--- src/rtl/ref_column_skew_fifo.sv ---
`default_nettype none
// ============================================================================
// Module   : ref_column_skew_fifo
// Brief    : Reference-column skew buffer for the 8x8 block-matching motion
//            estimator. Accepts one column of PIXELS_IN_BATCH+EDGE_LEN-1
//            pixels per cycle and presents EDGE_LEN row windows. Row k is
//            the PIXELS_IN_BATCH-pixel window starting at pixel k of the
//            column entered k+1 cycles earlier. This produces the systolic
//            skew expected by the absolute-difference array.
// Options  : REF_FIFO_CLR_EN - adds clr_i, a synchronous clear of all stages
// Revision : 1.0 - initial release
// ============================================================================
module ref_column_skew_fifo #(
  parameter int PIXELS_IN_BATCH = 16,
  parameter int EDGE_LEN        = 8,   // port list is fixed at 8 rows
  parameter int BIT_DEPTH       = 8
) (
  input  logic                                            clk_i,
  input  logic                                            rst_i,
`ifdef REF_FIFO_CLR_EN
  input  logic                                            clr_i,
`endif
  input  logic [(PIXELS_IN_BATCH+EDGE_LEN-1)*BIT_DEPTH-1:0] data_in,
  output logic [PIXELS_IN_BATCH*BIT_DEPTH-1:0]            data_out0,
  output logic [PIXELS_IN_BATCH*BIT_DEPTH-1:0]            data_out1,
  output logic [PIXELS_IN_BATCH*BIT_DEPTH-1:0]            data_out2,
  output logic [PIXELS_IN_BATCH*BIT_DEPTH-1:0]            data_out3,
  output logic [PIXELS_IN_BATCH*BIT_DEPTH-1:0]            data_out4,
  output logic [PIXELS_IN_BATCH*BIT_DEPTH-1:0]            data_out5,
  output logic [PIXELS_IN_BATCH*BIT_DEPTH-1:0]            data_out6,
  output logic [PIXELS_IN_BATCH*BIT_DEPTH-1:0]            data_out7
);

  localparam int c_COL_PIX = PIXELS_IN_BATCH + EDGE_LEN - 1;
  localparam int c_ROW_W   = PIXELS_IN_BATCH * BIT_DEPTH;

  // Synchronous clear request; tied off when the option is not built.
  logic w_clr;
`ifdef REF_FIFO_CLR_EN
  assign w_clr = clr_i;
`else
  assign w_clr = 1'b0;
`endif

  // Row windows gathered from every stage before fan-out to the ports.
  logic [EDGE_LEN-1:0][c_ROW_W-1:0] w_row;

  // Stage k only ever needs pixels k..c_COL_PIX-1, so each stage drops the
  // lowest pixel of its predecessor. Outputs stay bit-identical to a
  // full-width delay line while the storage shrinks one pixel per stage.
  generate
    for (genvar k = 0; k < EDGE_LEN; k++) begin : g_stage
      localparam int c_W = (c_COL_PIX - k) * BIT_DEPTH;

      logic [c_W-1:0] w_din;
      logic [c_W-1:0] r_stage;

      if (k == 0) begin : g_head
        assign w_din = data_in;
      end else begin : g_tail
        assign w_din = g_stage[k-1].r_stage[c_W+BIT_DEPTH-1:BIT_DEPTH];
      end

      // Unconditional shift; async reset and sync clear both empty the stage.
      always_ff @(posedge clk_i or posedge rst_i) begin
        if (rst_i) begin
          r_stage <= '0;
        end else if (w_clr) begin
          r_stage <= '0;
        end else begin
          r_stage <= w_din;
        end
      end

      // Lowest PIXELS_IN_BATCH stored pixels are exactly window k..k+15.
      assign w_row[k] = r_stage[c_ROW_W-1:0];
    end
  endgenerate

  assign data_out0 = w_row[0];
  assign data_out1 = w_row[1];
  assign data_out2 = w_row[2];
  assign data_out3 = w_row[3];
  assign data_out4 = w_row[4];
  assign data_out5 = w_row[5];
  assign data_out6 = w_row[6];
  assign data_out7 = w_row[7];

endmodule
`default_nettype wire

--- config.mk ---
export PLATFORM = sky130hd
export DESIGN_NAME = ref_column_skew_fifo
export DESIGN_NICKNAME = d
export VERILOG_FILES = /design/src/rtl/ref_column_skew_fifo.sv
export SDC_FILE = /design/constraint.sdc
export NUM_CORES = 1
export LEC_CHECK = 0
export CELL_PAD_IN_SITES_DETAIL_PLACEMENT = 1
export CELL_PAD_IN_SITES_GLOBAL_PLACEMENT = 1
export CORE_AREA = 2 2 474 476
export DETAILED_ROUTE_END_ITERATION = 10
export DIE_AREA = 0 0 476 478
export GPL_ROUTABILITY_DRIVEN = 1
export PLACE_DENSITY = 0.51
export SYNTH_ARGS = -nofsm -noshare
export SYNTH_HDL_FRONTEND = slang
export SYNTH_SLANG_ARGS = --single-unit
export TNS_END_PERCENT = 30
--- constraint.sdc ---
create_clock -name clk_i -period 55 [get_ports clk_i]
set_input_delay 11 -clock clk_i [delete_from_list [all_inputs] [get_ports clk_i]]
set_output_delay 11 -clock clk_i [all_outputs]
set_load 0.05 [all_outputs]
==> results of run 1 <==
[how the worst min path moves through the flow]
stage | startpoint | endpoint | slack (ns) | cells past startpoint
after global routing | g_stage[2].r_stage[146] | g_stage[3].r_stage[138] | 0.35 | 0
after global placement | g_stage[2].r_stage[146] | g_stage[3].r_stage[138] | 0.33 | 0
after floorplan | g_stage[6].r_stage[128] | data_out7[120] | 0.33 | 0
after CTS | g_stage[3].r_stage[159] | g_stage[4].r_stage[151] | 0.32 | 0
after detailed placement | g_stage[2].r_stage[141] | g_stage[3].r_stage[133] | 0.34 | 0
final | g_stage[3].r_stage[159] | g_stage[4].r_stage[151] | 0.33 | 0
[through the flow]
| stage | setup slack [ns] | area [sq um] | cells | total power, mW |
|---|---|---|---|---|
| 2_1_floorplan | 8.83 | 38000 | 2145 | 1.21 |
| 3_3_place_gp | 39.40 | 47200 | 5465 | 1.28 |
| 3_5_place_dp | 39.28 | 47200 | 5465 | 1.28 |
| 4_1_cts | 40.18 | 51900 | 5722 | 2.25 |
| 5_1_grt | 39.67 | 51900 | 5726 | 2.30 |
| 6_report | 40.35 | 51900 | 5732 | 2.20 |
[report_power, final]
group | switching [mW] | leakage, nW | internal (mW)
registers | 0.0299 | 14.5 | 0.965
logic | 0.188 | 4.82 | 0.0749
clock network | 0.397 | 2.30 | 0.545
total | 0.615 | 21.7 | 1.59
[per-layer routing]
layer / vias up / routed length (microns)
met2: 823 / 59700
met5: - / 55
met4: 8 / 3290
li1: 6736 / -
met1: 8739 / 43700
met3: 184 / 12000
[cell usage in the layout, fill, tap and decap left out]
| master | count |
|---|---|
| clkinv_16 | 3 |
| clkbuf_1 | 36 |
| inv_6 | 10 |
| clkdlybuf4s50_1 | 1209 |
| clkbuf_8 | 27 |
| dfrtp_1 | 1248 |
| bufinv_16 | 4 |
| inv_8 | 4 |
| inv_16 | 4 |
| diode_2 | 10 |
| clkinv_4 | 4 |
| buf_12 | 2 |
| clkinv_8 | 1 |
| clkinvlp_4 | 2 |
| clkinv_2 | 19 |
| buf_4 | 13 |
| clkbuf_16 | 144 |
[area by class of cell]
type	count	share of cell area, %
well taps	2992	7.21
flip-flops and latches	1248	60.1
diodes	10	0.0482
clock inverters	50	1.10
repair buffers	1224	23.6
inverters	1	0.0217
clock buffers	207	7.91
[cell families after synthesis]
| logic type | Yosys count | share of synthesized area (%) |
|---|---|---|
| flops | 1248 | 82.3 |
| buf+inv | 897 | 17.7 |
[flip-flops by register name, indices dropped and copies added (netlist names)]
register,count
data_out7,128
g_stage.r_stage,1120
[synthesized netlist by cell type (all sizes together)]
| cell | instances |
|---|---|
| buf | 896 |
| dfrtp | 1248 |
| inv | 1 |
==> metrics.md, run 1 <==
| Metric | Value |
|---|---|
| Die Y | `478 microns` |
| Required time worst endpoint | `55.77 ns` |
| Crit path to | `data_out7[16]` |
| Slew margin rel. | `28.5%` |
| Post-CTS Resized | `0` |
| Final min period | `14.65 ns` |
| Sequential area share after synthesis | `82.3%` |
| CP Buf/Inv Count | `6` |
| Syn nets | `2331` |
| CP Cell Sequence | `clkdlybuf4s50_1 > inv_8 > buf_4 > buf_4 > buf_12 > buf_4` |
| Clock latency on the worst-skew pair | `0.78 ns` |
| Crit-path slowest cell | `buf_4` |
| CP most frequent cell | `buf_4` |
| Final Cycle Share | `26.6%` |
| Setup TNS | `0 ns` |
| H-tree depth | `4` |
| Die width | `476 microns` |
| Max Cap Violations | `0` |
| WP data arrival | `15.42 ns` |
| WL per Instance | `20.7 microns` |
| Worst vdd ir | `25.6 uV` |
| Initial core utilization | `17.0%` |
| Pins over their slew limit | `0` |
| Clock skew | `0.0439 ns` |
| Postcts setup bufs | `0` |
| Core Region | `223000 sq um` |
| Num CTS Buffers | `143` |
| Vias | `16490` |
| Final setup vio count | `0` |
| Worst r2r src | `g_stage[6].r_stage[81]` |
| Crit Path Max Fanout | `160` |
| IO buf count | `1209` |
| Synth top area cells | `dfrtp_1, buf_4, inv_1` |
| Drt drc | `0` |
| Cell Pwr Density | `42.4 nW/um^2` |
| I/O pin count | `1210` |
| Final core utilization | `23.3%` |
| CTS sink cnt | `1248` |
| Element type at the critical path end | `async pin` |
| Largest net degree at the start of global routing | `171` |
| Cts hold-fix bufs | `0` |
| Hold Slack | `0.330 ns` |
| CP Launch Type | `input port` |
| Final #Nets | `2804` |
| Mapped cell area | `38000 sq um` |
| Multi-input gate area | `0 sq um` |
| Max incr delay on CP | `0.81 ns` |
| Register Area | `31200 sq um` |
| GR Util met2 | `17.4%` |
| Final Hold Fails | `0` |
| Levels on crit path | `6` |
| FF-to-FF setup slack | `54.29 ns` |
| Overall Global Routing Usage | `10.3%` |
| Number of global-route vias before repair | `18926` |
| Global route overflow | `0` |
| RSZ-0062 raised after global routing | `no` |
| DR vias/cell | `2.88` |
| Global-route wire length before repair | `160 mm` |
| Layout cells sized above 1 | `8.68%` |
| Met3 usage | `4.41%` |
| CP Launch Point | `rst_i` |
| Fmax | `0.0683 GHz` |
| Initial DRC Count | `733` |
| Worst min-delay path category | `reg -> reg` |
| Worst slew pin tran | `1.07 ns` |
| Max Root-Sink Buffers | `3` |
| Unique masters post-synth | `3` |
| Filler cell count | `24032` |
| Comb_multi_in | `0` |
| Reg clk slew, reported paths | `0.06 ns` |
| Row count | `174` |
| Routed Antenna Nets | `0` |
| CTS tree | `built` |
| Post-synth top area cell | `dfrtp_1` |
| Critical path class | `in -> async` |
| Cells after synthesis | `2145` |
| Placer Congestion | `0.803` |
| #FFs+latches synth | `1248` |
| Status | `complete, no violations` |
| Post-DP HPWL | `92.0 mm` |
| Yosys warns | `0` |
| Die area | `228000 sq um` |
| Post-Syn Area per Cell | `17.7 sq um` |
| Area grow syn2layout | `36.8%` |
| TritonRoute pass-1 iters | `4` |
| CP top delay family | `buffers and inverters` |
| R2R cell count | `0` |
| Top cell type's share of synthesized area | `82.3%` |
| Gr busiest metal | `met2` |
| Pleak | `21.7 nW` |
| Post-Route WL | `119 mm` |
| CTS Root Cell | `clkbuf_16` |
| M1 GR Usage | `11.3%` |
| R2R Path End | `data_out7[73]` |
| Initial antenna violation count | `30` |
Power figures use the tool's default switching activity.
==> run 2, diff against run 1 <==
--- a/config.mk
+++ b/config.mk
@@ -7,11 +7,11 @@
 export LEC_CHECK = 0
 export CELL_PAD_IN_SITES_DETAIL_PLACEMENT = 1
 export CELL_PAD_IN_SITES_GLOBAL_PLACEMENT = 1
-export CORE_AREA = 2 2 474 476
+export CORE_AREA = 2 2 466 468
 export DETAILED_ROUTE_END_ITERATION = 10
-export DIE_AREA = 0 0 476 478
+export DIE_AREA = 0 0 468 470
 export GPL_ROUTABILITY_DRIVEN = 1
-export PLACE_DENSITY = 0.51
+export PLACE_DENSITY = 0.54
 export SYNTH_ARGS = -nofsm -noshare
 export SYNTH_HDL_FRONTEND = slang
 export SYNTH_SLANG_ARGS = --single-unit
==> constraint.sdc (replaced) <==
create_clock -name clk_i -period 13.15 [get_ports clk_i]
set_input_delay 2.63 -clock clk_i [delete_from_list [all_inputs] [get_ports clk_i]]
set_output_delay 2.63 -clock clk_i [all_outputs]
set_load 0.05 [all_outputs]
==> run 2 against run 1 <==
Effect of this change: sequential power rose to 4.2 times the previous value; critical path type is now reg -> out; routed wire length grew 2.9%; die area fell by 3.3%; hold slack gained 0.0070 ns; first-iteration DRC count down 5.6%; via count increased by 0.24%; critical path depth down 5; largest cell class unchanged; critical endpoint is now data_out5[97]; worst setup slack worse by 32 ns; global-route usage up 0.70 points; core utilization rose by 0.83 points; highest routed layer unchanged.
==> metrics.md, run 2 (synthesis results as in run 1) <==
| Metric | Value |
|---|---|
| Placer Congestion | `0.824 (was 0.803)` |
| Post-CTS Resized | `0 (unchanged)` |
| Final setup vio count | `0 (unchanged)` |
| Initial antenna violation count | `36 (was 30)` |
| Pre-CTS setup slack | `7.30 ns (was 39.28 ns)` |
| Most frequent cells in the layout | `dfrtp_1, clkdlybuf4s50_1, clkbuf_16, clkbuf_8, clkbuf_1 (was dfrtp_1, clkdlybuf4s50_1, clkbuf_16, clkbuf_1, clkbuf_8)` |
| Final WS setup | `8.21 ns (was 40.35 ns)` |
| Reg clk slew, reported paths | `0.06 ns (about the same)` |
| CP Buf/Inv Count | `1 (was 6)` |
| Cts hold-fix bufs | `0 (unchanged)` |
| Max Root-Sink Buffers | `3 (unchanged)` |
| Slew margin rel. | `19.7% (was 28.5%)` |
| Post-Route WL | `122 mm (was 119 mm)` |
| H-tree depth | `4 (unchanged)` |
| Worst slew pin tran | `1.20 ns (was 1.07 ns)` |
| Commonest non-fill, non-tap cell in the layout | `dfrtp_1 (unchanged)` |
| Hold Path Cell Cnt | `0 (unchanged)` |
| Initial core utilization | `17.6% (was 17.0%)` |
| Final core utilization | `24.1% (was 23.3%)` |
| Placed inst area | `47100 sq um (was 47200 sq um)` |
| Element type at the critical path end | `output pin (was async pin)` |
| Final min period | `4.94 ns` |
| Final Cycle Share | `37.6%` |
| Required time worst endpoint | `10.52 ns (was 55.77 ns)` |
| Num CTS Buffers | `145 (was 143)` |
| Core Region | `216000 sq um (was 223000 sq um)` |
| Die area | `220000 sq um (was 228000 sq um)` |
| Critical path class | `reg -> out (was in -> async)` |
| Row count | `171 (was 174)` |
| DR vias/cell | `2.96 (was 2.88)` |
| Levels on crit path | `1 (was 6)` |
| Final #Nets | `2806 (was 2804)` |
| Crit-path slowest cell | `clkdlybuf4s50_1 (was buf_4)` |
| WP data arrival | `2.31 ns (was 15.42 ns)` |
| Comb_multi_in | `0 (unchanged)` |
| CP Launch Type | `register (was input port)` |
| RSZ-0062 raised after global routing | `no (unchanged)` |
| Pins over their slew limit | `0 (unchanged)` |
| Postcts setup bufs | `0 (unchanged)` |
| Die width | `468 microns (was 476 microns)` |
| Layout cells sized above 1 | `9.16% (was 8.68%)` |
| Max incr delay on CP | `0.92 ns (was 0.81 ns)` |
| Area grow syn2layout | `37.0% (was 36.8%)` |
| Max Cap Violations | `0 (unchanged)` |
| WL per Instance | `21.9 microns (was 20.7 microns)` |
| CTS Root Cell | `clkbuf_16 (unchanged)` |
| Worst min-delay path category | `reg -> reg (unchanged)` |
| Routed Antenna Nets | `0 (unchanged)` |
| Global-route wire length before repair | `165 mm (was 160 mm)` |
| Overall Global Routing Usage | `11.0% (was 10.3%)` |
| Clock skew | `0.0222 ns (was 0.0439 ns)` |
| Filler cell count | `23138 (was 24032)` |
| Number of global-route vias before repair | `18674 (was 18926)` |
| Worst vdd ir | `123 uV (was 25.6 uV)` |
| Drt drc | `0 (unchanged)` |
| Multi-input gate area | `0 sq um (unchanged)` |
| Top reg by flops | `g_stage.r_stage (unchanged)` |
| CP Cell Sequence | `clkdlybuf4s50_1 (was clkdlybuf4s50_1 > inv_8 > buf_4 > buf_4 > buf_12 > buf_4)` |
| Crit Path Max Fanout | `2 (was 160)` |
| Status | `complete, no violations (unchanged)` |
| I/O pin count | `1210 (unchanged)` |
| CTS sink cnt | `1248 (unchanged)` |
| Clock latency on the worst-skew pair | `0.78 ns (about the same)` |
| Final Hold Fails | `0 (unchanged)` |
| Die Y | `470 microns (was 478 microns)` |
| IO buf count | `1209 (unchanged)` |
| Post-route cell area | `52000 sq um (was 51900 sq um)` |
| CTS tree | `built (unchanged)` |
| Max reg flops | `1120 (unchanged)` |
| Initial DRC Count | `692 (was 733)` |
| CP top delay family | `buffers and inverters (unchanged)` |
| Largest net degree at the start of global routing | `181 (was 171)` |
| Pleak | `21.8 nW (was 21.7 nW)` |
| Global route overflow | `0 (unchanged)` |
| Cell Pwr Density | `180 nW/um^2 (was 42.4 nW/um^2)` |
| TritonRoute pass-1 iters | `4 (unchanged)` |
| Fmax | `0.202 GHz` |
| Vias | `16529 (was 16490)` |
| R2R cell count | `0 (unchanged)` |
| Post-DP HPWL | `95.0 mm (was 92.0 mm)` |
-- run 2: cell types whose count changed in the layout (fill, tap and decap cells not counted), moves of 4 or more --
cell,delta
inv_6,-6
clkbuf_1,-13
bufinv_16,+4
clkbuf_16,+4
diode_2,-4
clkinvlp_4,+6
clkinv_8,+4
clkbuf_8,+4
-- run 2: final timing paths --
kind	start	to	slack (ns)
max	g_stage[5].r_stage[97]	data_out5[97]	8.21
max reg2reg	g_stage[5].r_stage[97]	g_stage[6].r_stage[89]	12.38
max in group asynchronous	rst_i	data_out7[104]	8.25
min reg2reg	g_stage[0].r_stage[158]	g_stage[1].r_stage[150]	0.34
min	g_stage[0].r_stage[158]	g_stage[1].r_stage[150]	0.34
min in group asynchronous	rst_i	g_stage[2].r_stage[67]	2.30
-- run 2: final cells by class --
| type | instances | area, sq um | area share [%] |
|---|---|---|---|
| clock inverter | 55 | 674 | 1.30 |
| tap | 2854 | 3570 | 6.87 |
| clock buffer | 202 | 4220 | 8.11 |
| sequential | 1248 | 31200 | 60.1 |
| inverter | 1 | 7.51 | 0.0144 |
| timing repair buffer | 1224 | 12300 | 23.6 |
| antenna | 6 | 15.0 | 0.0289 |
-- run 2: layer usage --
metal / global-route usage [%] / share of wire, % / vias up
met5: 0 / 0.047 / -
met1: 12.4 / 38 / 8787
met3: 4.69 / 9.6 / 169
li1: - / - / 6739
met4: 3.12 / 2.1 / 10
met2: 18.8 / 50 / 824
-- run 2: through the flow --
| step | hold WS [ns] | TNS [ns] | std cells | power, mW |
|---|---|---|---|---|
| floorplan | 0.331 | -8395.47 | 2145 | 5.04 |
| global placement | 0.331 | 0 | 5327 | 5.36 |
| detailed placement | 0.336 | 0 | 5327 | 5.37 |
| CTS | 0.329 | 0 | 5584 | 9.57 |
| global route | 0.339 | 0 | 5585 | 9.74 |
| finish | 0.337 | 0 | 5590 | 9.35 |
-- run 2: where the power goes --
part / switching, mW / internal [mW] / total [mW]
logic: 0.785 / 0.315 / 1.10
clock network: 1.66 / 2.41 / 4.08
registers: 0.134 / 4.04 / 4.17
total: 2.58 / 6.77 / 9.35
==> run 3, diff against run 2 <==
--- a/config.mk
+++ b/config.mk
@@ -7,11 +7,11 @@
 export LEC_CHECK = 0
 export CELL_PAD_IN_SITES_DETAIL_PLACEMENT = 1
 export CELL_PAD_IN_SITES_GLOBAL_PLACEMENT = 1
-export CORE_AREA = 2 2 466 468
+export CORE_AREA = 2 2 474 476
 export DETAILED_ROUTE_END_ITERATION = 10
-export DIE_AREA = 0 0 468 470
+export DIE_AREA = 0 0 476 478
 export GPL_ROUTABILITY_DRIVEN = 1
-export PLACE_DENSITY = 0.54
+export PLACE_DENSITY = 0.51
 export SYNTH_ARGS = -nofsm -noshare
 export SYNTH_HDL_FRONTEND = slang
 export SYNTH_SLANG_ARGS = --single-unit
==> constraint.sdc (replaced) <==
create_clock -name clk_i -period 4.61 [get_ports clk_i]
set_input_delay 0.922 -clock clk_i [delete_from_list [all_inputs] [get_ports clk_i]]
set_output_delay 0.922 -clock clk_i [all_outputs]
set_load 0.05 [all_outputs]
==> run 3 against run 2 <==
Effect of this change: clock power increased to 2.9 times the previous value; worst setup slack worse by 7.1 ns; count of clock-buffer cells in the layout shrank 4; critical endpoint is now data_out5[47]; design area is 0.72% higher; core utilization down 0.64 points; global-route usage is 0.12 points lower; routed wire length rose by 3.0%; non-clock buffer count rose by 7; first-iteration DRC count is 7.9% lower; critical path depth unchanged; die area up 3.4%.
==> metrics.md, run 3 (synthesis results as in run 1) <==
| Metric | Value |
|---|---|
| CTS Root Cell | `clkbuf_16 (unchanged)` |
| Pre-CTS setup slack | `1.66 ns (was 7.30 ns)` |
| Final Hold Fails | `0 (unchanged)` |
| Crit path to | `data_out5[47] (was data_out5[97])` |
| TritonRoute pass-1 iters | `4 (unchanged)` |
| Pins over their slew limit | `0 (unchanged)` |
| CTS tree | `built (unchanged)` |
| Post-CTS Resized | `0 (unchanged)` |
| CP Launch Type | `register (unchanged)` |
| Worst vdd ir | `346 uV (was 123 uV)` |
| Max Cap Violations | `0 (unchanged)` |
| Crit-path slowest cell | `clkdlybuf4s50_1 (unchanged)` |
| Post-Route WL | `126 mm (was 122 mm)` |
| Sw Pwr | `7.50 mW (was 2.58 mW)` |
| Clock latency on the worst-skew pair | `0.78 ns (about the same)` |
| Worst r2r src | `g_stage[5].r_stage[47] (was g_stage[5].r_stage[97])` |
| Required time worst endpoint | `3.69 ns (was 10.52 ns)` |
| Comb_multi_in | `0 (unchanged)` |
| CP top delay family | `buffers and inverters (unchanged)` |
| Worst slew pin tran | `1.04 ns (was 1.20 ns)` |
| Die area | `228000 sq um (was 220000 sq um)` |
| DR vias/cell | `2.90 (was 2.96)` |
| Commonest non-fill, non-tap cell in the layout | `dfrtp_1 (unchanged)` |
| Routed Antenna Nets | `0 (unchanged)` |
| Max incr delay on CP | `0.97 ns (was 0.92 ns)` |
| CP Launch Point | `g_stage[5].r_stage[47] (was g_stage[5].r_stage[97])` |
| Final #Nets | `2810 (was 2806)` |
| IO buf count | `1209 (unchanged)` |
| FF-to-FF setup slack | `3.58 ns (was 12.38 ns)` |
| Logic pwr share | `11.8% (about the same)` |
| Top reg by flops | `g_stage.r_stage (unchanged)` |
| Cell Int Power | `19.3 mW (was 6.77 mW)` |
| WL per Instance | `21.9 microns (about the same)` |
| R2R cell count | `0 (unchanged)` |
| Overall Global Routing Usage | `10.9% (was 11.0%)` |
| Most frequent cells in the layout | `dfrtp_1, clkdlybuf4s50_1, clkbuf_16, clkbuf_1, clkbuf_8 (was dfrtp_1, clkdlybuf4s50_1, clkbuf_16, clkbuf_8, clkbuf_1)` |
| Fmax | `0.286 GHz` |
| Final WS setup | `1.12 ns (was 8.21 ns)` |
| Multi-input gate area | `0 sq um (unchanged)` |
| Crit Path Max Fanout | `2 (unchanged)` |
| Worst min-delay path category | `reg -> reg (unchanged)` |
| Placer Congestion | `0.797 (was 0.824)` |
| Final Cycle Share | `75.8%` |
| Cell Pwr Density | `513 nW/um^2 (was 180 nW/um^2)` |
| RSZ-0062 raised after global routing | `no (unchanged)` |
| Pleak | `21.8 nW (about the same)` |
| Final min period | `3.49 ns` |
| Initial antenna violation count | `41 (was 36)` |
| Layout Cells excl Fill | `5750 (was 5590)` |
| CP Cell Sequence | `clkdlybuf4s50_1 (unchanged)` |
| Critical path class | `reg -> out (unchanged)` |
| Largest net degree at the start of global routing | `145 (was 181)` |
| Levels on crit path | `1 (unchanged)` |
| Core Region | `223000 sq um (was 216000 sq um)` |
| R2R Path End | `g_stage[6].r_stage[39] (was g_stage[6].r_stage[89])` |
| Setup TNS | `0 ns (unchanged)` |
| Switch share | `27.9% (was 27.6%)` |
| Drt drc | `0 (unchanged)` |
| Placed Cells | `5472 (was 5327)` |
| Final setup vio count | `0 (unchanged)` |
| Layout cells sized above 1 | `9.24% (was 9.16%)` |
| Initial DRC Count | `637 (was 692)` |
| Row count | `174 (was 171)` |
| Global-route wire length before repair | `168 mm (was 165 mm)` |
| Register Area | `31200 sq um (unchanged)` |
| Global route overflow | `0 (unchanged)` |
| Vias | `16675 (was 16529)` |
| Number of global-route vias before repair | `19147 (was 18674)` |
| CP Buf/Inv Count | `1 (unchanged)` |
| Initial core utilization | `17.0% (was 17.6%)` |
| Max Root-Sink Buffers | `3 (unchanged)` |
| Post-DP HPWL | `97.3 mm (was 95.0 mm)` |
| Slew margin rel. | `30.5% (was 19.7%)` |
| Max reg flops | `1120 (unchanged)` |
| Die Y | `478 microns (was 470 microns)` |
| H-tree depth | `4 (unchanged)` |
| Element type at the critical path end | `output pin (unchanged)` |
| Num CTS Buffers | `142 (was 145)` |
| Status | `complete, no violations (unchanged)` |
| I/O pin count | `1210 (unchanged)` |
| WP data arrival | `2.57 ns (was 2.31 ns)` |
| Flop pwr share | `44.3% (was 44.6%)` |
| Cts hold-fix bufs | `0 (unchanged)` |
| Filler cell count | `23934 (was 23138)` |
| Postcts setup bufs | `0 (unchanged)` |
| Area grow syn2layout | `38.0% (was 37.0%)` |
| Clk pwr share | `43.9% (was 43.6%)` |
| CTS sink cnt | `1248 (unchanged)` |
| Die width | `476 microns (was 468 microns)` |
| Reg clk slew, reported paths | `0.06 ns (about the same)` |
| Clock skew | `0.0260 ns (was 0.0222 ns)` |
[run 3: power groups by stage]
| stage | Combinational [mW] | Clock (mW) | Sequential [mW] |
|---|---|---|---|
| 2_1_floorplan | 2.24 | 0 | 12.1 |
| 3_3_place_gp | 3.22 | 0 | 12.1 |
| 3_5_place_dp | 3.21 | 0 | 12.1 |
| 4_1_cts | 3.22 | 12.3 | 11.9 |
| 5_1_grt | 3.27 | 12.7 | 12.0 |
| 6_report | 3.16 | 11.8 | 11.9 |
[run 3: routing by layer]
metal	track usage (%)	share of wire [%]	wire, microns	vias to the layer above
li1	-	-	-	6740
met1	11.9	36	45900	8868
met2	18.6	50	63400	865
met3	4.60	10	12900	196
met4	3.92	2.9	3600	6
met5	0	0.033	41	-
[run 3: area by class of cell]
type	instances	area share, %
inverter	1	0.0143
clock inverter	61	1.72
timing repair buffer	1231	23.7
antenna	19	0.0908
tap	2992	7.15
sequential	1248	59.6
clock buffer	198	7.72
[run 3: worst min path at each step]
stage / from / end / slack, ns / cells past startpoint
3_5_place_dp: g_stage[1].r_stage[148] / g_stage[2].r_stage[140] / 0.34 / 0
5_1_grt: g_stage[2].r_stage[166] / g_stage[3].r_stage[158] / 0.35 / 0
3_3_place_gp: g_stage[0].r_stage[157] / g_stage[1].r_stage[149] / 0.33 / 0
2_1_floorplan: g_stage[6].r_stage[128] / data_out7[120] / 0.33 / 0
6_report: g_stage[2].r_stage[151] / g_stage[3].r_stage[143] / 0.34 / 0
4_1_cts: g_stage[2].r_stage[151] / g_stage[3].r_stage[143] / 0.34 / 0
[run 3: per-stage QoR]
step	cell area [sq um]	util (%)	power, mW	hold WS (ns)
after floorplan	38000	-	14.4	0.331
after global placement	47400	21.2	15.3	0.331
after detailed placement	47400	21.2	15.3	0.336
after CTS	52300	23.4	27.4	0.338
after global routing	52300	23.5	27.9	0.349
final	52400	23.5	26.8	0.338
